`src/rtl/move_pkg.sv`:
```
// +--------------------------------------------------------------------+
// | move_pkg : step command codes, move phases and sequencer states    |
// | Revision : 1.0                                                     |
// +--------------------------------------------------------------------+
`default_nettype none

package move_pkg;

  localparam logic [2:0] OD_NONE  = 3'd0;
  localparam logic [2:0] OD_ENTER = 3'd1;
  localparam logic [2:0] OD_UP    = 3'd2;
  localparam logic [2:0] OD_DOWN  = 3'd3;
  localparam logic [2:0] OD_LEFT  = 3'd4;
  localparam logic [2:0] OD_RIGHT = 3'd5;

  typedef enum logic [1:0] {
    PH_SRC = 2'd0,
    PH_DST = 2'd1,
    PH_ARW = 2'd2
  } phase_e;

  typedef enum logic [1:0] {
    ST_IDLE  = 2'd0,
    ST_ISSUE = 2'd1,
    ST_WAIT  = 2'd2,
    ST_FIN   = 2'd3
  } state_e;

endpackage

`default_nettype wire

```
`src/rtl/move_sequencer_pacer.sv`:
```
// +--------------------------------------------------------------------+
// | step_pacer : loadable down-counter flagging the end of a gap       |
// | Revision   : 1.0                                                   |
// +--------------------------------------------------------------------+
`default_nettype none

module step_pacer #(
  parameter int W = 16
) (
  input  logic         clk,
  input  logic         rst_n,
  input  logic         load_i,
  input  logic         clear_i,
  input  logic [W-1:0] load_val_i,
  output logic         expire_o
);

  logic [W-1:0] count_q;
  logic [W-1:0] count_d;

  always_comb begin
    count_d = count_q;
    if (clear_i) begin
      count_d = '0;
    end else if (load_i) begin
      count_d = load_val_i;
    end else if (count_q != '0) begin
      count_d = count_q - 1'b1;
    end
  end

  always_ff @(posedge clk or negedge rst_n) begin
    if (!rst_n) begin
      count_q <= '0;
    end else begin
      count_q <= count_d;
    end
  end

  // Flags the cycle whose decrement reaches zero, so the follow-on action
  // lands exactly load_val+1 cycles after the load.
  assign expire_o = (count_q == W'(1));

endmodule

`default_nettype wire

```
`src/rtl/move_sequencer.sv`:
```
// +--------------------------------------------------------------------+
// | move_sequencer : plays one Amazons move as paced od/ena steps      |
// | Revision       : 1.0                                               |
// +--------------------------------------------------------------------+
`default_nettype none

module move_sequencer
  import move_pkg::*;
#(
  parameter int GAP = 16,
  parameter int CW  = 3
) (
  input  logic          clk,
  input  logic          rst_n,
  input  logic          start,
  input  logic          abort,
  input  logic [CW-1:0] cur_x,
  input  logic [CW-1:0] cur_y,
  input  logic [CW-1:0] src_x,
  input  logic [CW-1:0] src_y,
  input  logic [CW-1:0] dst_x,
  input  logic [CW-1:0] dst_y,
  input  logic [CW-1:0] arw_x,
  input  logic [CW-1:0] arw_y,
  output logic [2:0]    od,
  output logic          ena,
  output logic          busy,
  output logic          done
);

  state_e        state_q, state_d;
  phase_e        phase_q, phase_d;
  logic [CW-1:0] ix_q, ix_d;
  logic [CW-1:0] iy_q, iy_d;
  logic [CW-1:0] sx_q, sy_q, dx_q, dy_q, ax_q, ay_q;
  logic          last_q, last_d;
  logic [2:0]    od_q, od_d;

  logic          w_latch;
  logic          w_pace_load;
  logic          w_pace_clear;
  logic          w_pace_expire;
  logic [CW-1:0] w_tgt_x;
  logic [CW-1:0] w_tgt_y;
  logic [2:0]    w_cmd;

  step_pacer #(
    .W (16)
  ) u_pacer (
    .clk        (clk),
    .rst_n      (rst_n),
    .load_i     (w_pace_load),
    .clear_i    (w_pace_clear),
    .load_val_i (16'(GAP - 1)),
    .expire_o   (w_pace_expire)
  );

  always_comb begin
    w_tgt_x = sx_q;
    w_tgt_y = sy_q;
    case (phase_q)
      PH_DST: begin
        w_tgt_x = dx_q;
        w_tgt_y = dy_q;
      end
      PH_ARW: begin
        w_tgt_x = ax_q;
        w_tgt_y = ay_q;
      end
      default: ;
    endcase
  end

  // Column first, then row, then confirm.
  always_comb begin
    w_cmd = OD_ENTER;
    if (ix_q < w_tgt_x) begin
      w_cmd = OD_RIGHT;
    end else if (ix_q > w_tgt_x) begin
      w_cmd = OD_LEFT;
    end else if (iy_q < w_tgt_y) begin
      w_cmd = OD_DOWN;
    end else if (iy_q > w_tgt_y) begin
      w_cmd = OD_UP;
    end
  end

  always_comb begin
    state_d      = state_q;
    phase_d      = phase_q;
    ix_d         = ix_q;
    iy_d         = iy_q;
    last_d       = last_q;
    od_d         = od_q;
    w_latch      = 1'b0;
    w_pace_load  = 1'b0;
    w_pace_clear = 1'b0;

    case (state_q)
      ST_IDLE: begin
        if (start && !abort) begin
          w_latch = 1'b1;
          ix_d    = cur_x;
          iy_d    = cur_y;
          phase_d = PH_SRC;
          last_d  = 1'b0;
          state_d = ST_ISSUE;
        end
      end
      ST_ISSUE: begin
        od_d        = w_cmd;
        w_pace_load = 1'b1;
        state_d     = ST_WAIT;
        case (w_cmd)
          OD_RIGHT: ix_d = ix_q + 1'b1;
          OD_LEFT:  ix_d = ix_q - 1'b1;
          OD_DOWN:  iy_d = iy_q + 1'b1;
          OD_UP:    iy_d = iy_q - 1'b1;
          default: begin
            case (phase_q)
              PH_SRC:  phase_d = PH_DST;
              PH_DST:  phase_d = PH_ARW;
              default: last_d  = 1'b1;
            endcase
          end
        endcase
      end
      ST_WAIT: begin
        if (w_pace_expire) begin
          state_d = last_q ? ST_FIN : ST_ISSUE;
        end
      end
      ST_FIN: begin
        state_d = ST_IDLE;
      end
      default: state_d = ST_IDLE;
    endcase

    if (abort && (state_q != ST_IDLE)) begin
      state_d      = ST_IDLE;
      od_d         = OD_NONE;
      w_pace_clear = 1'b1;
    end
  end

  always_ff @(posedge clk or negedge rst_n) begin
    if (!rst_n) begin
      state_q <= ST_IDLE;
      phase_q <= PH_SRC;
      ix_q    <= '0;
      iy_q    <= '0;
      last_q  <= 1'b0;
      od_q    <= OD_NONE;
      sx_q    <= '0;
      sy_q    <= '0;
      dx_q    <= '0;
      dy_q    <= '0;
      ax_q    <= '0;
      ay_q    <= '0;
    end else begin
      state_q <= state_d;
      phase_q <= phase_d;
      ix_q    <= ix_d;
      iy_q    <= iy_d;
      last_q  <= last_d;
      od_q    <= od_d;
      if (w_latch) begin
        sx_q <= src_x;
        sy_q <= src_y;
        dx_q <= dst_x;
        dy_q <= dst_y;
        ax_q <= arw_x;
        ay_q <= arw_y;
      end
    end
  end

  assign ena  = (state_q == ST_ISSUE);
  assign od   = ena ? w_cmd : od_q;
  assign busy = (state_q == ST_ISSUE) || (state_q == ST_WAIT);
  assign done = (state_q == ST_FIN);

endmodule

`default_nettype wire

```
`config.mk`:
```
export PLATFORM = sky130hd
export DESIGN_NAME = move_sequencer
export DESIGN_NICKNAME = d
export VERILOG_FILES = /design/src/rtl/move_pkg.sv /design/src/rtl/move_sequencer_pacer.sv /design/src/rtl/move_sequencer.sv
export SDC_FILE = /design/constraint.sdc
export NUM_CORES = 1
export LEC_CHECK = 0
export CORE_ASPECT_RATIO = 1.25
export CORE_UTILIZATION = 45
export CTS_CLUSTER_SIZE = 40
export DETAILED_ROUTE_END_ITERATION = 7
export PLACE_DENSITY = 0.69
export SLEW_MARGIN = 5
export SYNTH_ARGS = -nofsm -noshare
export SYNTH_HDL_FRONTEND = slang
export SYNTH_SLANG_ARGS = --single-unit
```
`constraint.sdc`:
```
create_clock -name clk -period 2.7 [get_ports clk]
set_clock_uncertainty 0.1 [all_clocks]
set_input_delay 0.54 -clock clk [delete_from_list [all_inputs] [get_ports clk]]
set_output_delay 0.54 -clock clk [all_outputs]
set_load 0.05 [all_outputs]
```
==> run metrics, run 1 <==
status finished with violations; failing checks negative setup slack; number of global-route vias before repair 2,313; aggregate global-route resource usage 0.203; fillers 457; type of the most critical hold path input port to asynchronous set/reset pin; post-route ant nets 0; Post-Synth Adder-Cell Area 0.0826; largest register by flop count u_pacer.count_q; Reg area 1200 µm²; Setup TNS Final -2.13 ns; footprint of the multi-input gates 1780 µm²; worst path buffer plus inverter count 3; worst setup path class register to output port; routability cong. 0.877; Vias 2,263; Setup-failing EPs final 11; Clock H-tree levels 2; Die Y 89.5 µm; Tmin final 3.08 ns; R2R setup slack -0.30 ns; EDFF count, synth 0; Seq cells post-synth 48; hold_buf cts 0; root buf cell clkbuf_8; Max Freq 325 MHz; Setup crit start kind register; layout cell share with drive strength beyond 1 0.344; max reg flops 16; most frequent CP cell ha_4; R2R Path End ix_q[2]$_DFFE_PN0P_; share of synthesized registers carrying an async set or reset 1.00; Congestion Overflow GR 0; deepest clock path buffer count 2; WP data arrival 2.44 ns; dpl hpwl 4.03 mm; Final #Nets 387; initial antenna violation count 0; Max Cap Viol 0; largest net degree at the start of global routing 49; Worst setup startpoint phase_q[1]$_DFFE_PN0P_; crit path capture od[0]; initial core utilization 0.471; Final Hold Fails 0; Max-slew headroom 0.588; drt pass-1 iters 4; post-synthesis average cell area 10.0 µm²; post-synth top area share 0.436; Wirelength per Cell 14.8 µm; area leader, netlist dfrtp_1; core footprint 5860 µm²; drt total wl 6.28 mm; hold_ws 0.235 ns; Synth warnings 0; full die area 6450 µm²; Synth area leaders dfrtp_1, mux2_2, ha_1, nor2_1, nand2_1; # rows 31; Critical Path RT 2.06 ns; total clock sinks 48; Reg clk slew, reported paths 0.09 ns; Worst path slowest cell dfrtp_1; sequential fraction of the synthesis area 0.436; top_reg_cell synth dfrtp_1; RSZ-0062 raised after global routing true; I/O Buffers 33; cell family with most CP delay compound AO/OA/AOI/OAI gates; Syn Inst Count 275; R2R depth 16; CP Cell Sequence inv_2 > ha_4 > buf_6 > nand2_2 > o21ai_4 > ha_4 > nor2b_4 > o21a_1 > o221ai_2 > o21a_2 > buf_12; first-pass GRT wire length 10.2 mm; Synth Area in XOR/XNOR 0.0318; final worst slack -0.381 ns; Crit path depth 11; area grow syn2layout 41.2%; die width 72.0 µm; largest stage delay on the critical path 0.42 ns; DRC 0; leading cell type in the layout, fill and taps excluded dfrtp_1; worst skew pair latency 0.30 ns; Simple-Gate Fraction of Synth Area 0.189; Slew Limit Fails 0; CTS tree yes; final period utilization 1.14; synth unique cells 47; Slew @ Worst Pin 0.617 ns; mux cell area share after synthesis 0.0994; post-synthesis compound-gate area fraction 0.133; CP endpoint kind output port; syn nets 320; post-DR vias/cell 5.32; largest family of logic cells by synthesized area simple AND/OR/NAND/NOR gates; First DRT Iteration DRCs 45; commonest non-fill, non-tap cells in the layout dfrtp_1, nor2_1, clkdlybuf4s50_1, buf_4; R2R Path Start phase_q[1]$_DFFE_PN0P_; CTS Buf Count 5; Ant. Diodes 0; critical path fanouts, max 6; I/O pin count 34; Mapped Area 2760 µm²
-- logic make-up (layout without fill, tap and decap cells) --
family | after synthesis | count (layout)
buffers and inverters | 21 | 89
and+or+nand+nor | 97 | 97
DFF | 48 | 48
adders and majority gates | 17 | 17
xor gates and xnor gates | 10 | 10
muxes | 25 | 25
AOI/OAI and AO/OA | 57 | 57
-- worst min path at each step --
stage,endpoint,slack [ns],cells after the start
floorplan,ax_q[0]$_DFFE_PN0P_,0.14,0
global placement,sy_q[1]$_DFFE_PN0P_,0.38,1
detailed placement,sy_q[1]$_DFFE_PN0P_,0.40,1
CTS,od_q[2]$_DFF_PN0_,0.26,2
global route,u_pacer.count_q[14]$_DFFE_PN0P_,0.29,2
finish,u_pacer.count_q[14]$_DFFE_PN0P_,0.23,2
-- cells in the mapped netlist, types with 2 or more instances --
master / n
a21boi_0: 2
a21oi_1: 16
fa_1: 2
a31oi_1: 6
clkbuf_1: 7
nand3b_1: 3
mux2i_1: 6
nand2b_1: 3
dfrtp_1: 48
nor2_1: 32
ha_1: 15
nand2_1: 23
inv_1: 14
o21ai_0: 10
xor2_1: 9
nand3_1: 7
and2_1: 3
mux2_2: 19
nand4_1: 3
a22oi_1: 6
o21a_1: 3
o211ai_1: 3
nand4b_1: 2
nor2b_1: 6
nor3b_1: 4
a2111oi_0: 2
-- area by class of cell --
type	instances	share of cell area
Multi-Input combinational cell	206	0.458
Timing Repair Buffer	67	0.161
Sequential cell	48	0.309
Inverter	14	0.0135
Clock inverter	1	0.00771
Clock buffer	7	0.0248
Tap cell	82	0.0264
-- through the flow --
stage                     setup slack [ns]  instances  cell area, µm²   util
after global placement              -0.223        399            3370  0.576
after detailed placement            -0.279        399            3370  0.576
after global routing                -0.450        425            3890  0.665
after CTS                           -0.385        420            3740  0.639
final                               -0.381        425            3890  0.665
after floorplan                     -0.102        275            2850      -
-- repair_timing --
item,in CTS,in global routing
endpoints found under the setup margin,12,12
gates resized for setup,38,23
setup buffers,13,5
pin swaps,19,12
-- per-layer routing --
| metal | GRT usage | part of all wire | vias up | wire, µm |
|---|---|---|---|---|
| met5 | 0 | 0 | - | 0 |
| met4 | 0.0749 | 0.013 | 0 | 83 |
| met3 | 0.0361 | 0.021 | 7 | 132 |
| met2 | 0.388 | 0.56 | 28 | 3510 |
| met1 | 0.225 | 0.41 | 1117 | 2550 |
| li1 | - | - | 1111 | - |
Power of run 1 is not shown: default switching activity piles up to over one toggle a cycle in this logic, so the estimate is an artifact.
==> run 2: changes to the inputs <==
CELL_PAD_IN_SITES_DETAIL_PLACEMENT = 0   (was not set)
CELL_PAD_IN_SITES_GLOBAL_PLACEMENT = 1   (was not set)
CORE_UTILIZATION = 39   (was 45)
PLACE_DENSITY = 0.87   (was 0.69)
SETUP_SLACK_MARGIN = 0.5   (was not set)
==> run metrics, run 2 (same netlist as run 1, synthesis figures left out) <==
status finished with violations; failing checks negative setup slack; R2R Path Start phase_q[1]$_DFFE_PN0P_; RSZ-0062 raised after global routing true; drt pass-1 iters 4; first-pass GRT wire length 10.4 mm; Final Hold Fails 0; worst setup path class register to output port; Util after Layout 0.579; Area after DPL 3440 µm²; Final #Nets 390; largest register by flop count u_pacer.count_q; CTS tree yes; commonest non-fill, non-tap cells in the layout dfrtp_1, nor2_1, buf_4; number of global-route vias before repair 2,276; leading cell type in the layout, fill and taps excluded dfrtp_1; VDD IR-drop max 0.760 mV; Setup-failing EPs final 11; aggregate global-route resource usage 0.179; Setup crit start kind register; WP data arrival 2.48 ns; area grow syn2layout 40.6%; Tmin final 3.12 ns; root buf cell clkbuf_8; R2R depth 16; Final Non-Filler Cells 433; final period utilization 1.16; I/O Buffers 33; I/O pin count 34; dpl hpwl 4.50 mm; die width 77.2 µm; Max-slew headroom 0.629; Critical Path RT 2.06 ns; Ant. Diodes 0; total clock sinks 48; full die area 7410 µm²; Die Y 96.0 µm; hold_buf cts 0; routability cong. 0.756; core footprint 6690 µm²; Congestion Overflow GR 0; Setup WS pre-CTS -0.243 ns; Max Freq 320 MHz; largest net degree at the start of global routing 28; leakage 1.67 nW; Slew Limit Fails 0; First DRT Iteration DRCs 79; deepest clock path buffer count 2; initial antenna violation count 0; Vias 2,277; Wirelength per Cell 14.5 µm; DRC 0; layout cell share with drive strength beyond 1 0.347; post-DR vias/cell 5.26; Clock H-tree levels 2; Tot Pwr 0.00584 W; Reg clk slew, reported paths 0.10 ns; critical path fanouts, max 7; final worst slack -0.424 ns; drt total wl 6.29 mm; # rows 33; R2R setup slack -0.33 ns; CP endpoint kind output port; Slew @ Worst Pin 0.556 ns; Max Cap Viol 0; type of the most critical hold path input port to asynchronous set/reset pin; CTS Buf Count 5; R2R Path End ix_q[2]$_DFFE_PN0P_; fillers 580; post-route ant nets 0; post-layout instance area 3880 µm²; max reg flops 16; placed cells 409; worst skew pair latency 0.30 ns; Pwr per Cell Area 1510 nW/µm²; initial core utilization 0.412
==> run 2: cell types whose count changed in the layout (fill, tap and decap cells not counted), sizes merged <==
cell and delta:
clkbuf -2, dlygate4sd2 +1, inv +1, clkdlybuf4s50 -2
buf +4, clkinvlp +1
==> run 2: report_power, final <==
group          internal (W)  switching [W]
registers           0.00105       0.000278
logic               0.00198        0.00200
clock network      0.000279       0.000261
==> run 2: area by class of cell <==
class	instances	area, µm²	share of cell area
flip-flops and latches	48	1200	0.310
multi-input cells	206	1740	0.448
clock buffers	5	68.8	0.0178
well taps	87	109	0.0281
repair buffers	70	662	0.171
inverters	14	52.6	0.0136
clock inverters	3	46.3	0.0119
==> run 2: per-stage QoR <==
| step | TNS, ns | hold WS, ns |
|---|---|---|
| 2_1_floorplan | -0.181 | 0.144 |
| 3_3_place_gp | -0.844 | 0.391 |
| 3_5_place_dp | -1.54 | 0.400 |
| 4_1_cts | -2.23 | 0.129 |
| 5_1_grt | -4.19 | 0.148 |
| 6_report | -2.80 | 0.112 |
==> run 2: how the worst max path moves through the flow <==
stage               cells after the start                  end              startpoint  slack (ns)
global route                           10                od[1]  phase_q[1]$_DFFE_PN0P_       -0.54
global placement                       11                od[0]  phase_q[0]$_DFFE_PN0P_       -0.14
finish                                  9                od[1]  phase_q[0]$_DFFE_PN0P_       -0.42
CTS                                    11                od[0]  phase_q[0]$_DFFE_PN0P_       -0.44
floorplan                               9                od[1]  phase_q[0]$_DFFE_PN0P_       -0.10
detailed placement                     14  ix_q[2]$_DFFE_PN0P_  phase_q[0]$_DFFE_PN0P_       -0.24
==> run 2: what timing repair did <==
action	CTS	global route
setup buffers	8	8
gates resized for setup	39	23
endpoints found under the setup margin	17	17
pin swaps	24	12
==> run 2: metal layers <==
layer	share of wire	vias up	global-route usage
met4	0.020	0	0.0566
met3	0.028	12	0.0351
met5	0	-	0
met2	0.54	40	0.343
li1	-	1116	-
met1	0.41	1109	0.200
==> run 2: critical path: stages (launching register included) <==
cell	delay [ns]
dfrtp_1	0.41
buf_6	0.13
ha_4	0.18
a22oi_2	0.19
a21oi_2	0.10
ha_4	0.28
nand3_2	0.10
or3_4	0.43
o2bb2ai_4	0.20
buf_12	0.15
Power figures use the tool's default switching activity.
==> run 3: changes to the inputs <==
CORE_MARGIN = 3   (was not set)
==> run metrics, run 3 (same netlist as run 1, synthesis figures left out) <==
status finished with violations; failing checks negative setup slack; Slew @ Worst Pin 0.469 ns; number of global-route vias before repair 2,413; Setup TNS Final -2.00 ns; worst setup path class register to output port; commonest non-fill, non-tap cells in the layout dfrtp_1, nor2_1, clkdlybuf4s50_1; hold_ws 0.0987 ns; leading cell type in the layout, fill and taps excluded dfrtp_1; full die area 8120 µm²; dpl hpwl 4.50 mm; max reg flops 16; critical path fanouts, max 6; Area after DPL 3430 µm²; Tmin final 3.10 ns; Final #Nets 386; DRC 0; max layer used met4; aggregate global-route resource usage 0.173; Pwr per Cell Area 1500 nW/µm²; WP data arrival 2.46 ns; Setup crit start kind register; post-route ant nets 0; fillers 549; Wirelength per Cell 15.3 µm; # rows 33; initial core utilization 0.410; routability cong. 0.815; layout cell share with drive strength beyond 1 0.357; first-pass GRT wire length 11.1 mm; core footprint 6730 µm²; Reg clk slew, reported paths 0.09 ns; Congestion Overflow GR 0; CP endpoint kind output port; largest register by flop count u_pacer.count_q; post-DR vias/cell 5.34; First DRT Iteration DRCs 59; worst skew pair latency 0.30 ns; drt total wl 6.58 mm; area grow syn2layout 41.6%; Die Y 100 µm; drt pass-1 iters 4; type of the most critical hold path input port to asynchronous set/reset pin; die width 81.2 µm; deepest clock path buffer count 2; final period utilization 1.15; met2 WL 3.59 mm; Clock H-tree levels 2; final worst slack -0.400 ns; Max Cap Viol 0; post-layout instance area 3910 µm²; Vias 2,291; root buf cell clkbuf_8; largest net degree at the start of global routing 49; RSZ-0062 raised after global routing true; met3 wire len 206 µm; Setup-failing EPs final 11; Slew Limit Fails 0; I/O pin count 34; CTS Buf Count 5; Max Freq 323 MHz; I/O Buffers 33; Met1 Routed Length 2.69 mm; total clock sinks 48; leakage 1.66 nW; Setup WS pre-CTS -0.296 ns; Ant. Diodes 0; Max-slew headroom 0.679; VDD IR-drop max 0.941 mV; CTS tree yes; Final Hold Fails 0; Critical Path RT 2.06 ns; initial antenna violation count 0
## run 3: cell types whose count changed in the layout (fill, tap and decap cells not counted), moves of 2 or more
cell       before  now
buf_4          28   24
ha_4            4    7
a2111oi_0       0    2
a2111oi_2       2    0
a22oi_1         2    0
a22oi_2         4    6
ha_1           10    8
nand2_1        21   19
nand2_2         2    4
o21ai_1         3    1
o21ai_2         2    4
## run 3: power breakdown
group / internal, W / switching, W / total, W
Combinational: 0.00196 / 0.00201 / 0.00396
Sequential: 0.00105 / 0.000302 / 0.00135
Clock: 0.000303 / 0.000255 / 0.000558
Total: 0.00331 / 0.00256 / 0.00587
## run 3: area by class of cell
type | count | area, µm² | area share
timing repair buffer | 66 | 636 | 0.163
multi-input combinational | 206 | 1790 | 0.457
clock inverter | 2 | 38.8 | 0.00993
clock buffer | 6 | 82.6 | 0.0211
inverter | 14 | 52.6 | 0.0135
tap | 87 | 109 | 0.0279
sequential | 48 | 1200 | 0.308
## run 3: path summary, 6_finish.rpt
kind | from | end | slack (ns) | depth (start not counted)
min in group clk | dy_q[2]$_DFFE_PN0P_ | dy_q[2]$_DFFE_PN0P_ | 0.43 | 1
hold / removal | rst_n | u_pacer.count_q[9]$_DFFE_PN0P_ | 0.1 | 2
setup / recovery | phase_q[0]$_DFFE_PN0P_ | od[1] | -0.40 | 10
setup reg to reg | phase_q[0]$_DFFE_PN0P_ | ix_q[2]$_DFFE_PN0P_ | -0.20 | 15
hold reg to reg | dy_q[2]$_DFFE_PN0P_ | dy_q[2]$_DFFE_PN0P_ | 0.43 | 1
max in group asynchronous | rst_n | phase_q[0]$_DFFE_PN0P_ | 2.17 | 2
## run 3: routing by layer
layer / vias up / GRT usage
met4: 0 / 0.0455
met5: - / 0
met2: 42 / 0.315
met1: 1129 / 0.208
li1: 1110 / -
met3: 10 / 0.0296
## run 3: through the flow
step | total power, W | utilization | cells
after floorplan | 0.00351 | - | 275
after global placement | 0.00436 | 0.509 | 408
after detailed placement | 0.00444 | 0.509 | 408
after CTS | 0.00561 | 0.569 | 426
after global routing | 0.00632 | 0.580 | 429
final | 0.00587 | 0.580 | 429
## run 3: critical path, cell delays in order, from the launching register on
cell and delay, ns:
dfrtp_1 0.41, inv_2 0.10, ha_4 0.23, buf_8 0.14, nor2_4 0.07, a21oi_2 0.04, ha_1 0.31, nand3_2 0.11
or3_4 0.42, o2bb2ai_4 0.16, buf_12 0.15
## run 3: repair_timing
action | CTS | global route
hold buffers | 0 | 0
pin swaps | 27 | 3
setup endpoints to repair | 17 | 17
endpoints found under the hold margin | 0 | 0
resized for setup | 54 | 15
setup buffers | 10 | 3
